==> config.mk <==
export PLATFORM = sky130hd
export DESIGN_NAME = trdb_qual_tracker
export DESIGN_NICKNAME = d
export VERILOG_FILES = /design/src/rtl/trdb_pkg.sv /design/src/rtl/trdb_resync_counter.sv /design/src/rtl/trdb_qual_tracker.sv
export SDC_FILE = /design/constraint.sdc
export NUM_CORES = 1
export LEC_CHECK = 0
export ABC_AREA = 1
export ABC_CLOCK_PERIOD_IN_PS = 4100
export CAP_MARGIN = 20
export CORE_ASPECT_RATIO = 0.75
export CORE_MARGIN = 1.5
export CORE_UTILIZATION = 52
export DETAILED_ROUTE_END_ITERATION = 16
export PLACE_DENSITY = 0.84
export SETUP_SLACK_MARGIN = 0.02
export SLEW_MARGIN = 20
export SYNTH_ARGS = -nofsm -noshare
export SYNTH_HDL_FRONTEND = slang
export SYNTH_SLANG_ARGS = --single-unit
==> constraint.sdc <==
create_clock -name clk_i -period 4.1 [get_ports clk_i]
set_input_delay 0.82 -clock clk_i [delete_from_list [all_inputs] [get_ports clk_i]]
set_output_delay 0.82 -clock clk_i [all_outputs]
set_load 0.01 [all_outputs]
==> src/rtl/trdb_pkg.sv <==
// Shared types for the trace-debug qualification tracker.
package trdb_pkg;

    localparam int TRDB_XLEN         = 32;
    localparam int TRDB_RESYNC_CNT_W = 16;

    // One staged retired instruction: address plus its filter decision.
    typedef struct packed {
        logic [TRDB_XLEN-1:0] iaddr;
        logic                 qual;
    } trdb_stage_t;

    typedef enum logic {ST_EMPTY, ST_STAGED} trdb_stage_state_e;

    typedef enum logic {TR_OFF, TR_ON} trdb_trace_state_e;

    // A qualified run continues past the emitted instruction only when both
    // the emitted instruction and its lookahead are qualified.
    function automatic trdb_trace_state_e trdb_next_trace(input logic s_qual, input logic l_qual);
        return (s_qual && l_qual) ? TR_ON : TR_OFF;
    endfunction

endpackage

==> src/rtl/trdb_resync_counter.sv <==
// Counts qualified emissions and flags the one that must carry a sync packet.
module trdb_resync_counter #(
    parameter int RESYNC_CNT_W = 16
) (
    input  logic                    clk_i,
    input  logic                    rst_i,
    input  logic                    upd_i,        // emission of a qualified instruction
    input  logic                    first_i,      // that emission starts a qualified run
    input  logic [RESYNC_CNT_W-1:0] resync_max_i, // 0 disables resync
    output logic                    resync_o,     // combinational, valid with upd_i
    output logic [RESYNC_CNT_W-1:0] cnt_o
);

    localparam logic [RESYNC_CNT_W-1:0] CNT_ONE = {{(RESYNC_CNT_W-1){1'b0}}, 1'b1};

    logic [RESYNC_CNT_W-1:0] cnt;
    logic                    hit;

    // Resync point: period reached, not disabled, and never on a start packet.
    always_comb begin
        hit      = (resync_max_i != '0) && (cnt == (resync_max_i - CNT_ONE));
        resync_o = upd_i && !first_i && hit;
    end

    // Counter restarts at 1 on a run start, clears on resync, otherwise saturates upward.
    always_ff @(posedge clk_i or posedge rst_i) begin
        if (rst_i) begin
            cnt <= '0;
        end else if (upd_i) begin
            if (first_i)
                cnt <= CNT_ONE;
            else if (hit)
                cnt <= '0;
            else if (!(&cnt))
                cnt <= cnt + CNT_ONE;
        end
    end

    assign cnt_o = cnt;

endmodule

==> src/rtl/trdb_qual_tracker.sv <==
// Delays retired instructions by one so each can be tagged with start/stop/sync
// flags using the qualification of the instruction that follows it.
module trdb_qual_tracker
    import trdb_pkg::*;
#(
    parameter int XLEN         = TRDB_XLEN,
    parameter int RESYNC_CNT_W = TRDB_RESYNC_CNT_W
) (
    input  logic                    clk_i,
    input  logic                    rst_i,
    input  logic                    inst_valid_i,
    input  logic [XLEN-1:0]         iaddr_i,
    input  logic                    trace_qualified_i,
    input  logic                    flush_i,
    input  logic [RESYNC_CNT_W-1:0] resync_max_i,
    output logic                    out_valid_o,
    output logic [XLEN-1:0]         out_iaddr_o,
    output logic                    out_qualified_o,
    output logic                    first_qualified_o,
    output logic                    last_qualified_o,
    output logic                    resync_o
);

    trdb_stage_state_e       st;
    trdb_trace_state_e       tr_st;
    trdb_stage_t             stage;
    logic                    flush_pend;

    logic                    emit;
    logic                    look_q;
    logic                    first_c;
    logic                    last_c;
    logic                    resync_c;
    logic [RESYNC_CNT_W-1:0] cnt_unused;

    // Emission happens when a staged instruction is pushed out by a new one
    // (lookahead = new qual) or drained by a flush (lookahead = unqualified).
    always_comb begin
        emit   = 1'b0;
        look_q = 1'b0;
        if (st == ST_STAGED) begin
            if (inst_valid_i) begin
                emit   = 1'b1;
                look_q = trace_qualified_i;
            end else if (flush_i || flush_pend) begin
                emit   = 1'b1;
            end
        end
    end

    // Flags for the instruction leaving the stage this cycle.
    always_comb begin
        first_c = emit && stage.qual && (tr_st == TR_OFF);
        last_c  = emit && stage.qual && !look_q;
    end

    trdb_resync_counter #(
        .RESYNC_CNT_W (RESYNC_CNT_W)
    ) u_resync (
        .clk_i        (clk_i),
        .rst_i        (rst_i),
        .upd_i        (emit && stage.qual),
        .first_i      (first_c),
        .resync_max_i (resync_max_i),
        .resync_o     (resync_c),
        .cnt_o        (cnt_unused)
    );

    // Staging FSM: one-deep holding register plus deferred-flush bookkeeping.
    always_ff @(posedge clk_i or posedge rst_i) begin
        if (rst_i) begin
            st         <= ST_EMPTY;
            stage      <= '0;
            flush_pend <= 1'b0;
        end else begin
            case (st)
                ST_EMPTY: begin
                    if (inst_valid_i) begin
                        stage      <= trdb_stage_t'{iaddr: iaddr_i, qual: trace_qualified_i};
                        st         <= ST_STAGED;
                        flush_pend <= flush_i;
                    end
                end
                ST_STAGED: begin
                    if (inst_valid_i) begin
                        stage <= trdb_stage_t'{iaddr: iaddr_i, qual: trace_qualified_i};
                        if (flush_i)
                            flush_pend <= 1'b1;
                    end else if (flush_i || flush_pend) begin
                        st         <= ST_EMPTY;
                        flush_pend <= 1'b0;
                    end
                end
                default: begin
                    st         <= ST_EMPTY;
                    flush_pend <= 1'b0;
                end
            endcase
        end
    end

    // Trace-state FSM: ON only while a qualified run is still open after the emission.
    always_ff @(posedge clk_i or posedge rst_i) begin
        if (rst_i)
            tr_st <= TR_OFF;
        else if (emit)
            tr_st <= trdb_next_trace(stage.qual, look_q);
    end

    // Output registers: everything is zero outside an emission cycle.
    always_ff @(posedge clk_i or posedge rst_i) begin
        if (rst_i) begin
            out_valid_o       <= 1'b0;
            out_iaddr_o       <= '0;
            out_qualified_o   <= 1'b0;
            first_qualified_o <= 1'b0;
            last_qualified_o  <= 1'b0;
            resync_o          <= 1'b0;
        end else begin
            out_valid_o       <= emit;
            out_iaddr_o       <= emit ? stage.iaddr : '0;
            out_qualified_o   <= emit && stage.qual;
            first_qualified_o <= first_c;
            last_qualified_o  <= last_c;
            resync_o          <= resync_c;
        end
    end

endmodule

## Word level (Yosys, flattened, before mapping)

Cells that the tools add are included.
Widths: inputs -> output; s select.

| cells by class | value |
|---|---|
| multiplexer cells | 20 |
| eq/ne operators | 5 |
| reduce and logical (&&, ||, !) cells | 14 |
| bitwise logic cells | 2 |
| $add $sub $neg | 2 |

Operator list:

| operator | count |
|---|---|
| $mux 16 | 3 |
| $mux 33 | 1 |
| $mux 32 | 1 |
| $add 16x1->16 const B | 1 |
| $eq 16x16->1 | 1 |
| $reduce_and 16->1 | 1 |
| $reduce_bool 16->1 | 1 |
| $sub 16x1->16 const B | 1 |
| $mux 1 | 13 |
| $logic_and 1x1->1 | 7 |
| $ne 3x2->1 const B | 2 |
| $pmux 1 s2 | 2 |
| $ne 3x3->1 const B | 1 |
| $reduce_and 3->1 | 1 |
| $logic_not 1->1 | 2 |
| $ne 2x2->1 const B | 1 |
| $not 1->1 | 2 |
| $reduce_and 2->1 | 1 |
| $logic_or 1x1->1 | 1 |

| storage, ports and cells | value |
|---|---|
| bits in registers | 89 |
| output and inout bits | 37 |
| word-level logic and storage cells | 55 |
| input port bits | 53 |

## Depth between registers and ports, before layout

| depth | value |
|---|---|
| depth in word-level cells | 9 |
| gate-level depth with buffers | 17 |
| depth with buffers taken out | 16 |

## Cells and area by module

Synthesis repeated with hierarchy kept, for this count alone.

| unflattened totals | value |
|---|---|
| cell total of the unflattened synthesis | 587 |
| area, all modules | 4,574.4 um^2 |

By module, submodules not included:

| module | area an instance (um^2) | times used | cells an instance | sequential area each (um^2) |
|---|---|---|---|---|
| trdb_qual_tracker | 2,527.4 | 1 | 235 | 1,826.8 |
| trdb_resync_counter | 2,047.0 | 1 | 352 | 400.4 |

## Worst setup path before layout

No wires, ideal clock.

| timing | value |
|---|---|
| kind | input port to flip-flop |
| start | in resync_max_i[0] |
| end | reg u_resync.cnt[2], in the netlist u_resync.cnt_o[2] |
| library setup time | 0.116 ns |
| data required time | 3.984 ns |
| cell stages on the path | 14 |
| arrival time | 2.384 ns |
| buffers on the path | 1 |
| slack | 1.599 ns |
| cell sequence | inv_1 > ha_1 > nand2_2 > nor2_4 > nand2_1 > xor2_1 > nand2_1 > nor2_2 > nand3_2 > nand2_2 > nand2_4 > buf_6 > nand2_1 > nand2_1 |

| on the way | value |
|---|---|
| longest elaborated chain between the ends | 5 |
| elaborated cells on any way between the ends | 8 |
| classes of those cells | 1 x add/sub; 2 x eq/ne; 2 x mux; 3 x reduce/logical |

RTL lines:

| element | line | RTL |
|---|---|---|
| start: declaration | trdb_qual_tracker.sv:15 | `input logic [RESYNC_CNT_W-1:0] resync_max_i,` |
| $sub 16x1->16 | trdb_resync_counter.sv:21 | `hit = (resync_max_i != '0) && (cnt == (resync_max_i - CNT_ONE));` |
| $eq 16x16->1 | trdb_resync_counter.sv:21 |  |
| $logic_and 1x1->1 (*) | trdb_resync_counter.sv:21 |  |
| $ne 3x2->1 (no source line) or $mux 16 (tied branches) | - |  |
| $reduce_and 2->1 (no source line) or $mux 16 (tied branches) | - |  |
| end signal: assignment | trdb_resync_counter.sv:35 | `cnt <= cnt + CNT_ONE;` |
| end: declaration | trdb_resync_counter.sv:16 | `logic [RESYNC_CNT_W-1:0] cnt;` |

Mark *: on every way between the ends. The rest lies on a longest branch, timed or not.
A chain may end at the register's enable or synchronous reset.

## Worst setup path in the final report

| timing | value |
|---|---|
| start | in resync_max_i[3] |
| end | reg u_resync.cnt[2], in the netlist u_resync.cnt_o[2] |

Same word-level chain as after synthesis.

==> results by group <==
Clock tree
  • CTS tree: built
  • Num CTS Buffers: 9
  • Clock Pin Slew Worst Setup and Hold Paths: 70 ps
  • Root buffer cell: clkbuf_16
  • Clk_lat worst skew: 340 ps
  • CTS resizes: 0
  • Setup Fix Bufs, Post-CTS: 0
  • Clock sink count: 89
  • Htree depth: 3
  • Post-CTS Hold Buffers: 0
  • Bufs on Longest Clock Path: 2

GRT
  • First-pass GRT wire length: 17,700 um
  • Overflow after GRT: 0
  • Vias in the first global route: 3,766
  • GRT Util Overall: 25.3%
  • Largest net degree at the start of global routing: 69
  • Antenna violations before repair: 0

Die
  • Effective utilization at floorplan: 55.0%
  • FP Rows: 28
  • Die Height: 82.9 um
  • Core area: 8060 um^2
  • Die Width: 110 um
  • Io pins: 90
  • Die Area: 9090 um^2

Route
  • Via Count: 3,879
  • Initial drt markers: 271
  • Final ANT Viol Nets: 0
  • Via/cell ratio: 5.06
  • Wirelength per Cell: 14.1 um
  • DR pass1 iterations: 5
  • DRC: 0
  • Routed WL: 10,800 um

STA
  • Setup_tns: 0 ps
  • Final setup violating endpoints: 0
  • RSZ-0062 raised after global routing: false
  • Max-slew violations: 0
  • Fmax achieved: 323 MHz
  • Slew @ Worst Pin: 572 ps
  • Final Critical Period: 3090 ps
  • Relative slew slack: 61.8%
  • Final hold viol count: 0
  • Clock Skew: 11.3 ps
  • Fin crit share: 75.4%

Critical path
  • CP most frequent cell: nand2_1
  • Critical Path RT: 4380 ps
  • Crit path DAT: 3370 ps
  • Worst path slowest cell: clkdlybuf4s50_1
  • Worst-path maximum fanout: 13
  • Crit-path cells: clkdlybuf4s50_1 > nor2_1 > nand2_1 > nor2_2 > nand2_1 > nand2_1 > nand4_1 > nor2_2 > nand3_2 > a21oi_4 > nand2_1 > nand2_1
  • Worst setup EP type: flop
  • CP Class: input port to flop
  • CP peak stage delay: 530 ps
  • Crit start category: input port

Layout
  • Commonest non-fill, non-tap cell in the layout: nand2_1
  • Util after Layout: 70.7%
  • N_diodes: 0
  • Share of cells above drive strength 1: 6.51%
  • Area of the multi-input gates: 1790 um^2
  • Sequential cell area: 2230 um^2
  • Area delta synth->final: 28.7%
  • Filler cell count in the final layout: 597
  • Commonest cells after routing, fill and taps aside: 161 x nand2_1, 89 x dfrtp_1, 88 x clkdlybuf4s50_1
  • Nets: 711

Yosys
  • Seq/Total Area, Yosys: 50.3%
  • Post-Synthesis Cells: 569
  • Netlist Area Pre-Place: 4430 um^2
  • Post-synth net total: 624
  • Synthesized flop and latch total: 89
  • Syn. warnings: 0
  • Synth unique cells: 34
  • Avg Cell Area, Syn: 7.78 um^2

Place
  • Placer Congestion: 0.943
  • I/O Buffers: 89
  • Detailed-placement wirelength estimate: 7570 um

Min path
  • Worst hold path type: flop to flop

Power
  • P_leak: 2.81 nW
  • PD cells: 433 nW/um^2
  • VDD IR max: 0.303 mV

Job
  • Maxcap violations: 0

Status
  • Status: finished clean
==> registers in the layout, indices dropped and copies added, names as in the netlist <==
signal / flops
last_qualified_o: 1
first_qualified_o: 1
out_iaddr_o: 32
st: 1
out_valid_o: 1
flush_pend: 1
stage: 33
resync_o: 1
tr_st: 1
out_qualified_o: 1
u_resync.cnt_o: 16
==> power by group <==
group	switching (W)	internal (W)
clock	0.000360	0.000485
combinational	0.000312	0.000241
sequential	0.0000903	0.000978
total	0.000762	0.00170
==> worst max-delay path, delay by kind of cell <==
family                 cells  cell delay, ps
AO/OA/AOI/OAI              1             380
AND/OR/NAND/NOR           10            1640
buffers and inverters      1             530
==> metal layers <==
metal / track usage [%] / wire, um / up-vias
met1: 34.9 / 4670 / 1836
met5: 0 / 0 / -
met2: 39.2 / 5230 / 135
met3: 7.93 / 833 / 8
met4: 5.31 / 70 / 0
li1: - / - / 1900
==> metrics by stage <==
stage	power [W]	hold slack, ps	setup slack (ps)	cells	cell area [um^2]
3_5_place_dp	0.00162	475	771	750	5390
4_1_cts	0.00247	494	1100	766	5700
6_report	0.00247	489	1010	766	5700
3_3_place_gp	0.00160	465	935	750	5390
2_1_floorplan	0.00141	426	973	569	4430
5_1_grt	0.00260	512	834	766	5700
==> area by class of cell <==
cell class | count | area share, %
Clock buffer | 9 | 3.95
Clock inverter | 7 | 1.49
Inverter | 86 | 5.69
Multi-Input combinational cell | 377 | 31.4
Sequential cell | 89 | 39.1
Tap cell | 105 | 2.31
Timing Repair Buffer | 93 | 16.1
==> kinds of logic after synthesis <==
kind of cell | synth area share (%)
and+or+nand+nor | 29.4
buffers and inverters | 9.29
DFF | 50.3
AOI/OAI and AO/OA | 5.90
xor gates and xnor gates | 4.55
adders and majority gates | 0.565
==> cells in the mapped netlist (all sizes together) <==
library cell | number | area, um^2
nor3b | 1 | 7.51
o21ai | 40 | 200
buf | 5 | 42.5
ha | 2 | 25.0
and2 | 1 | 6.26
nand4 | 7 | 43.8
dfrtp | 89 | 2230
inv | 85 | 319
and3 | 1 | 11.3
nor3 | 5 | 36.3
nand3b | 2 | 15.0
nor2 | 92 | 373
o22ai | 2 | 12.5
clkbuf | 12 | 46.3
nand3 | 28 | 163
xor2 | 15 | 131
xnor2 | 8 | 70.1
nor4 | 1 | 6.26
a21oi | 6 | 48.8
nand2 | 166 | 641
clkinv | 1 | 3.75
==> path summary, 6_finish.rpt <==
| kind | from | end | slack (ps) | cells after the start |
|---|---|---|---|---|
| setup / recovery | resync_max_i[3] | u_resync.cnt_o[2] | 1010 | 12 |
| hold / removal | stage[30] | out_iaddr_o[29] | 490 | 2 |
| setup reg to reg | u_resync.cnt_o[0] | u_resync.cnt_o[5] | 1830 | 12 |
| hold reg to reg | stage[30] | out_iaddr_o[29] | 490 | 2 |
| max in group asynchronous | rst_i | u_resync.cnt_o[11] | 2650 | 3 |
| min in group asynchronous | rst_i | stage[6] | 700 | 2 |
(Power assumes the default switching activity.)
